## config.mk

```make
export PLATFORM = sky130hd
export DESIGN_NAME = source
export DESIGN_NICKNAME = d
export VERILOG_FILES = /design/src/rtl/source.sv
export SDC_FILE = /design/constraint.sdc
export NUM_CORES = 1
export LEC_CHECK = 0
export BUFFER_PORTS_ARGS = -buffer_cell sky130_fd_sc_hd__buf_4
export CAP_MARGIN = 20
export CORE_AREA = 2 2 39 41
export DETAILED_ROUTE_END_ITERATION = 12
export DIE_AREA = 0 0 41 43
export GPL_TIMING_DRIVEN = 1
export PLACE_DENSITY = 0.42
export RECOVER_POWER = 50
export SYNTH_ARGS = -nofsm -noshare
export SYNTH_HDL_FRONTEND = slang
export SYNTH_SLANG_ARGS = --single-unit
```

## constraint.sdc

```tcl
create_clock -name clk -period 1.05 [get_ports clk]
set_input_delay 0 -clock clk [delete_from_list [all_inputs] [get_ports clk]]
set_output_delay 0 -clock clk [all_outputs]
set_load 0.03 [all_outputs]
```

## src/rtl/source.sv

```systemverilog
// Serial 3-bit pattern classifier: shifts x into a history window and reports
// runs of ones, 1-0-1 alternation or runs of zeros as a registered 2-bit code.
module source (
  input  logic       clk,
  input  logic       rst,
  input  logic       x,
  output logic [1:0] y
);

  localparam logic [1:0] CODE_NONE  = 2'b00;
  localparam logic [1:0] CODE_ALT   = 2'b01;
  localparam logic [1:0] CODE_ONES  = 2'b10;
  localparam logic [1:0] CODE_ZEROS = 2'b11;

  logic [2:0] hist_q, hist_d;
  logic [1:0] cnt_q, cnt_d;
  logic [1:0] y_q, y_d;

  always_comb begin
    hist_d = {hist_q[1:0], x};
    cnt_d  = (cnt_q == 2'd3) ? 2'd3 : cnt_q + 2'd1;
    y_d    = CODE_NONE;
    // Classify only once the window holds three real samples since reset.
    if (cnt_d == 2'd3) begin
      case (hist_d)
        3'b111:  y_d = CODE_ONES;
        3'b101:  y_d = CODE_ALT;
        3'b000:  y_d = CODE_ZEROS;
        default: y_d = CODE_NONE;
      endcase
    end
  end

  always_ff @(posedge clk or negedge rst) begin
    if (!rst) begin
      hist_q <= 3'b000;
      cnt_q  <= 2'd0;
      y_q    <= CODE_NONE;
    end else begin
      hist_q <= hist_d;
      cnt_q  <= cnt_d;
      y_q    <= y_d;
    end
  end

  assign y = y_q;

endmodule

```

==> flow_summary.json, run 1 <==
{
  "cts_setup_buffers": 0,
  "path_delay_family": "flip-flops",
  "clkLatencyLatePin_ps": 240,
  "drtAntennaViolNets": 0,
  "yosys_warnings": 0,
  "final-setup-viol-count": 0,
  "startpoint_type": "flip-flop",
  "dpl.hpwl_um": 232,
  "outcome": "finished clean",
  "nets": 27,
  "fin_crit_ps": 994,
  "r2r_slack_ps": 60,
  "dr.first_iter.drc_count": 2,
  "rsz0062_at_grt": "false",
  "synthesis.area_um2": 198,
  "cts_max_level": 1,
  "synth_area_per_cell_um2": 15.2,
  "drt_wl_total_um": 324,
  "ys_ff_latch": 6,
  "antenna_found_initial": 0,
  "grt_pass1_vias": 170,
  "drive_above_1_share": 0.318,
  "std_cell_rows": 14,
  "tritoncts": "built",
  "sw_frac_of_total": 0.215,
  "cpPeakStageDelay_ps": 390,
  "syn_to_final_growth_pct": 44.9,
  "r2r-end": "y[1]$_DFF_PN0_",
  "p_int_w": 0.000390,
  "comb_power_share": 0.088,
  "core_area_um2": 1380,
  "end_kind": "flip-flop",
  "layout_common_cells": "dfrtp_1, clkbuf_4, buf_4",
  "worstSetupPathType": "flip-flop to flip-flop",
  "synthSimpleGateAreaFrac": 0.158,
  "grt_pass1_wl_um": 641,
  "post-route-period-util": 0.947,
  "ctsLongestPathBuffers": 2,
  "cp_data_required_time_ps": 1210,
  "place_congestion": 0.602,
  "diodes": 0,
  "syn_nets": 16,
  "cts-resized-gates": 0,
  "synth_mux_area_frac": 0,
  "vias_per_cell": 3.55,
  "hold_buffers": 2,
  "cts.sinks": 6,
  "vdd.ir_drop.worst_mv": 0.553,
  "fmax_mhz": 1010,
  "reg2reg_depth": 2,
  "synth_fa_ha_area_frac": 0,
  "cp_slowest_cell": "dfrtp_1",
  "synth_compound_area_frac": 0.0380,
  "drc": 0,
  "seqPwrFrac": 0.495,
  "die_w_um": 41,
  "crit_chain": "or3_1 -> a21boi_1",
  "dr.pass1.iters": 2,
  "grt_max_degree": 7,
  "ios": 5,
  "gr-total-overflow": 0,
  "die_y_um": 43,
  "slew_headroom": 0.791,
  "port_buffers": 4,
  "via_count": 135,
  "critPathMaxFanout": 3,
  "p_switching_w": 0.000107,
  "min_path_type": "input pin to async pin",
  "reg2reg_from": "hist_q[1]$_DFF_PN0_",
  "slew_violations": 0,
  "cp-startpoint": "hist_q[1]$_DFF_PN0_",
  "wl_per_cell_um": 8.53,
  "grt.total_usage": 0.0607,
  "p_leak_nw": 0.120,
  "dieArea_um2": 1760,
  "synth_xor_area_frac": 0.0443,
  "cap_violations": 0,
  "skew_ps": 1.48,
  "final_hold_viol_count": 0,
  "synth.distinct_cells": 8,
  "synth_top_family_by_area": "simple AND/OR/NAND/NOR gates",
  "fillCellCount": 150,
  "cts_root_buf": "clkbuf_4",
  "arrival_ps": 1160,
  "post-place-ws_ps": 48.5,
  "mostFrequentLayoutCell": "dfrtp_1",
  "critical_path_buf_inv_count": 0,
  "power_density_nw_per_um2": 1730,
  "ys_seq_area_frac": 0.759,
  "start_util": 0.143,
  "ff_latch_area_um2": 150,
  "clockPowerShare": 0.417,
  "setup_ws_ps": 55.8,
  "setup-tns-final_ps": 0,
  "synth_cells": 13,
  "multi_input_area_um2": 47.5,
  "clk_pin_slew_ps": 40,
  "cts_made_buffers": 3,
  "worst_pin_slew_ps": 314
}
## flip-flops by register name, indices dropped and copies added, names as in the netlist
name    count
cnt_q       2
hist_q      2
y           2
## worst register-to-register path, delay by kind of cell (launching register included)
family / cells / cell delay, ps
DFF: 1 / 390
AOI/OAI and AO/OA: 1 / 160
and+or+nand+nor: 1 / 370
## cells in the mapped netlist
cell type  n  area (um2)
dfrtp_1    6         150
a21boi_1   1        7.51
nand2b_1   1        6.26
nand3_1    1        5.00
nor3b_1    1        7.51
or2_2      1        6.26
or3_1      1        6.26
xor2_1     1        8.76
## final cells by class
cell class | instances | share of cell area
flip-flops and latches | 6 | 0.524
well taps | 16 | 0.0699
multi-input cells | 7 | 0.166
clock buffers | 3 | 0.0786
repair buffers | 6 | 0.162
## metrics by stage
| stage | utilization | hold slack, ps | power (W) | instances | cell area, um2 |
|---|---|---|---|---|---|
| 2_1_floorplan | - | -296 | 0.000267 | 13 | 198 |
| 3_3_place_gp | 0.179 | -194 | 0.000288 | 33 | 248 |
| 3_5_place_dp | 0.179 | -190 | 0.000290 | 33 | 248 |
| 4_1_cts | 0.210 | 90.7 | 0.000512 | 38 | 290 |
| 5_1_grt | 0.207 | 207 | 0.000532 | 38 | 287 |
| 6_report | 0.207 | 156 | 0.000497 | 38 | 287 |
## power groups by stage
stage	Sequential (W)	Clock, W	Combinational (W)
6_report	0.000246	0.000207	0.0000438
3_3_place_gp	0.000249	0	0.0000387
5_1_grt	0.000247	0.000237	0.0000486
2_1_floorplan	0.000261	0	0.00000680
4_1_cts	0.000246	0.000219	0.0000465
3_5_place_dp	0.000250	0	0.0000401
## kinds of logic after synthesis
family	Yosys count
flip-flops	6
XOR/XNOR	1
AND/OR/NAND/NOR	5
AO/OA/AOI/OAI	1
## layer usage
metal,wire (um),share of wire,up-vias,global-route usage
met4,0,0,0,0.0200
met5,0,0,-,0
met3,47,0.15,0,0.0785
met2,137,0.42,7,0.0875
met1,139,0.43,65,0.0461
li1,-,-,63,-
## worst max-delay path by stage
stage,to,slack (ps),depth (start not counted)
floorplan,y[1]$_DFF_PN0_,120,2
global placement,y[1]$_DFF_PN0_,100,2
detailed placement,y[1]$_DFF_PN0_,50,2
CTS,y[1]$_DFF_PN0_,40,2
global route,y[1]$_DFF_PN0_,20,2
finish,y[1]$_DFF_PN0_,60,2
Power figures use the tool's default switching activity.
==> run 2, diff against run 1 <==
--- a/config.mk
+++ b/config.mk
@@ -12,7 +12,6 @@
 export DIE_AREA = 0 0 41 43
 export GPL_TIMING_DRIVEN = 1
 export PLACE_DENSITY = 0.42
-export RECOVER_POWER = 50
 export SYNTH_ARGS = -nofsm -noshare
 export SYNTH_HDL_FRONTEND = slang
 export SYNTH_SLANG_ARGS = --single-unit
==> flow_summary.json, run 2 (synthesized netlist as in run 1, its figures left out) <==
{
  "outcome": "finished clean",
  "nets": 27,
  "clkLatencyLatePin_ps": 240,
  "cts_made_buffers": 3,
  "dr.first_iter.drc_count": 2,
  "place_congestion": 0.602,
  "cp_data_required_time_ps": 1210,
  "drtAntennaViolNets": 0,
  "tritoncts": "built",
  "p_leak_nw": 0.123,
  "slew_violations": 0,
  "critPathMaxFanout": 3,
  "die_y_um": 43,
  "vias_per_cell": 3.55,
  "drt_wl_total_um": 326,
  "diodes": 0,
  "syn_to_final_growth_pct": 46.8,
  "final_hold_viol_count": 0,
  "arrival_ps": 1160,
  "ctsLongestPathBuffers": 2,
  "startpoint_type": "flip-flop",
  "antenna_found_initial": 0,
  "grt_pass1_vias": 170,
  "slew_headroom": 0.896,
  "post-route-period-util": 0.947,
  "reg2reg_depth": 2,
  "dpl.hpwl_um": 232,
  "fin_crit_ps": 994,
  "hold-worst-slack_ps": 99.5,
  "final-setup-viol-count": 0,
  "fillCellCount": 148,
  "cts-resized-gates": 0,
  "cts_root_buf": "clkbuf_4",
  "clk_pin_slew_ps": 40,
  "crit_chain": "or3_1 -> a21boi_1",
  "cpPeakStageDelay_ps": 390,
  "rsz0062_at_grt": "false",
  "core_area_um2": 1380,
  "power_density_nw_per_um2": 1720,
  "vdd.ir_drop.worst_mv": 0.553,
  "layout_common_cells": "dfrtp_1, buf_4, clkbuf_4",
  "start_util": 0.143,
  "grt_max_degree": 7,
  "grt_pass1_wl_um": 641,
  "drive_above_1_share": 0.364,
  "dieArea_um2": 1760,
  "mostFrequentLayoutCell": "dfrtp_1",
  "die_w_um": 41,
  "cts_max_level": 1,
  "cp_slowest_cell": "dfrtp_1",
  "fmax_mhz": 1010,
  "worstSetupPathType": "flip-flop to flip-flop",
  "ios": 5,
  "wl_per_cell_um": 8.58,
  "cap_violations": 0,
  "skew_ps": 1.48,
  "std_cell_rows": 14,
  "dr.pass1.iters": 2,
  "port_buffers": 4,
  "cts.sinks": 6,
  "worst_pin_slew_ps": 156,
  "min_path_type": "input pin to async pin",
  "gr-total-overflow": 0,
  "drc": 0,
  "setup-tns-final_ps": 0,
  "grt.total_usage": 0.0607,
  "via_count": 135,
  "end_kind": "flip-flop"
}
-- run 2: report_power, final --
part / internal, W / switching [W] / leakage [nW]
clock: 0.000129 / 0.0000781 / 0.0138
sequential: 0.000242 / 0.00000468 / 0.0666
combinational: 0.0000212 / 0.0000244 / 0.0429
total: 0.000392 / 0.000107 / 0.123
-- run 2: worst max-delay path: cells and delay by family, from the launching register on --
family / cells / cell delay, ps
flip-flops: 1 / 390
AND/OR/NAND/NOR: 1 / 370
AO/OA/AOI/OAI: 1 / 160
-- run 2: through the flow --
step                       util  setup WS, ps  cell area (um2)  std cells  power, W
after global routing      0.210          16.3              290         38  0.000534
after floorplan               -           116              198         13  0.000267
after global placement    0.179           102              248         33  0.000288
after CTS                 0.210          41.2              290         38  0.000512
final                     0.210          55.8              290         38  0.000499
after detailed placement  0.179          48.5              248         33  0.000290
-- run 2: path summary, 6_finish.rpt --
path	slack [ps]	to	startpoint
max in group asynchronous	840	cnt_q[0]$_DFF_PN0_	rst
setup reg to reg	60	y[1]$_DFF_PN0_	hist_q[1]$_DFF_PN0_
hold reg to reg	420	hist_q[1]$_DFF_PN0_	hist_q[0]$_DFF_PN0_
setup / recovery	60	y[1]$_DFF_PN0_	hist_q[1]$_DFF_PN0_
hold / removal	100	y[0]$_DFF_PN0_	rst
min in group clk	420	hist_q[1]$_DFF_PN0_	hist_q[0]$_DFF_PN0_
-- run 2: what timing repair did --
item | CTS | global route
setup buffers | 0 | 0
hold buffers | 2 | 0
hold endpoints to repair | 7 | 0
-- run 2: cell type report --
| class | count | area, um2 | share of cell area |
|---|---|---|---|
| clock buffer | 3 | 22.5 | 0.0776 |
| multi-input combinational | 7 | 47.5 | 0.164 |
| tap | 16 | 20.0 | 0.0690 |
| sequential | 6 | 150 | 0.517 |
| timing repair buffer | 6 | 50.0 | 0.172 |
-- run 2: layer usage --
metal | routed length, um | GRT usage | part of all wire | vias up
li1 | - | - | - | 63
met1 | 141 | 0.0461 | 0.43 | 65
met2 | 137 | 0.0875 | 0.42 | 7
met3 | 47 | 0.0785 | 0.14 | 0
met4 | 0 | 0.0200 | 0 | 0
met5 | 0 | 0 | 0 | -
==> run 3, diff against run 2 <==
--- a/config.mk
+++ b/config.mk
@@ -7,9 +7,9 @@
 export LEC_CHECK = 0
 export BUFFER_PORTS_ARGS = -buffer_cell sky130_fd_sc_hd__buf_4
 export CAP_MARGIN = 20
-export CORE_AREA = 2 2 39 41
+export CORE_AREA = 5 5 42 44
 export DETAILED_ROUTE_END_ITERATION = 12
-export DIE_AREA = 0 0 41 43
+export DIE_AREA = 0 0 47 49
 export GPL_TIMING_DRIVEN = 1
 export PLACE_DENSITY = 0.42
 export SYNTH_ARGS = -nofsm -noshare
==> flow_summary.json, run 3 (synthesized netlist as in run 1, its figures left out) <==
{
  "clockPowerShare": 0.415,
  "cp_slowest_cell": "dfrtp_1",
  "startpoint_type": "flip-flop",
  "sw_frac_of_total": 0.214,
  "grt_pass1_vias": 116,
  "grt.total_usage": 0.0397,
  "outcome": "finished clean",
  "cpPeakStageDelay_ps": 400,
  "cts_made_buffers": 3,
  "die_w_um": 47,
  "vias_per_cell": 3.50,
  "antenna_found_initial": 0,
  "end_kind": "flip-flop",
  "drt_wl_total_um": 311,
  "fin_util": 0.207,
  "p_switching_w": 0.000107,
  "ios": 5,
  "die_y_um": 49,
  "grt_pass1_wl_um": 524,
  "slew_violations": 0,
  "syn_to_final_growth_pct": 46.8,
  "cap_violations": 0,
  "fin_crit_ps": 991,
  "ctsLongestPathBuffers": 2,
  "clk_pin_slew_ps": 40,
  "drc": 0,
  "layout_common_cells": "dfrtp_1, buf_4, clkbuf_4",
  "fmax_mhz": 1010,
  "via_count": 133,
  "gr-total-overflow": 0,
  "std_cell_rows": 14,
  "cp_data_required_time_ps": 1220,
  "finalNonFillerCells": 38,
  "start_util": 0.141,
  "crit_chain": "or3_1 -> a21boi_1",
  "diodes": 0,
  "cts_max_level": 1,
  "seqPwrFrac": 0.494,
  "clkLatencyLatePin_ps": 240,
  "setup-tns-final_ps": 0,
  "arrival_ps": 1160,
  "nets": 27,
  "cts_root_buf": "clkbuf_4",
  "final_hold_viol_count": 0,
  "dieArea_um2": 2300,
  "grt_max_degree": 7,
  "post-route-period-util": 0.944,
  "critical_path_buf_inv_count": 0,
  "mostFrequentLayoutCell": "dfrtp_1",
  "min_path_type": "input pin to async pin",
  "core_area_um2": 1400,
  "tritoncts": "built",
  "p_int_w": 0.000392,
  "drtAntennaViolNets": 0,
  "cts.sinks": 6,
  "place_inst": 33,
  "slew_headroom": 0.885,
  "p_leak_nw": 0.123,
  "power_density_nw_per_um2": 1720,
  "worst_pin_slew_ps": 172,
  "path_delay_family": "flip-flops",
  "cts_setup_buffers": 0,
  "drive_above_1_share": 0.364,
  "port_buffers": 4,
  "dr.pass1.iters": 2,
  "comb_power_share": 0.090,
  "rsz0062_at_grt": "false",
  "place_congestion": 0.567,
  "skew_ps": 0.926,
  "final-setup-viol-count": 0,
  "worstSetupPathType": "flip-flop to flip-flop",
  "wl_per_cell_um": 8.18,
  "vdd.ir_drop.worst_mv": 0.601,
  "critPathMaxFanout": 3,
  "dr.first_iter.drc_count": 1
}
==> run 3: path summary, 6_finish.rpt <==
check / start / end / slack, ps / cells past startpoint
hold reg to reg: hist_q[0]$_DFF_PN0_ / hist_q[1]$_DFF_PN0_ / 410 / 0
setup / recovery: hist_q[1]$_DFF_PN0_ / y[1]$_DFF_PN0_ / 60 / 2
max in group asynchronous: rst / y[0]$_DFF_PN0_ / 830 / 2
setup reg to reg: hist_q[1]$_DFF_PN0_ / y[1]$_DFF_PN0_ / 60 / 2
min in group clk: hist_q[0]$_DFF_PN0_ / hist_q[1]$_DFF_PN0_ / 410 / 0
hold / removal: rst / hist_q[0]$_DFF_PN0_ / 100 / 2
==> run 3: cell type report <==
class,count,area (um2)
multi-input combinational,7,47.5
timing repair buffer,6,50.0
fill,158,1110
tap,16,20.0
clock buffer,3,22.5
sequential,6,150
==> run 3: power by group through the flow <==
stage               clock network (W)   logic (W)  registers, W
global placement                    0   0.0000393      0.000249
floorplan                           0  0.00000680      0.000261
finish                       0.000207   0.0000451      0.000246
global route                 0.000241   0.0000485      0.000247
detailed placement                  0   0.0000403      0.000250
CTS                          0.000219   0.0000462      0.000246
==> run 3: layer usage <==
layer	wire length [um]	track usage
met3	56	0.0664
met2	118	0.0339
met1	136	0.0383
met5	0	0
met4	0	0.0276
==> run 3: timing repair <==
item,in CTS,in global routing
hold buffers,2,0
endpoints found under the hold margin,7,0
resized for setup,0,0
==> run 3: stage by stage <==
| step | hold slack (ps) | power, W | cell area (um2) | setup WS (ps) |
|---|---|---|---|---|
| 6_report | 103 | 0.000498 | 290 | 59.3 |
| 5_1_grt | 113 | 0.000537 | 290 | 9.43 |
| 4_1_cts | 96.3 | 0.000511 | 290 | 57.0 |
| 3_5_place_dp | -188 | 0.000290 | 248 | 66.0 |
| 3_3_place_gp | -192 | 0.000288 | 248 | 89.8 |
| 2_1_floorplan | -296 | 0.000267 | 198 | 116 |
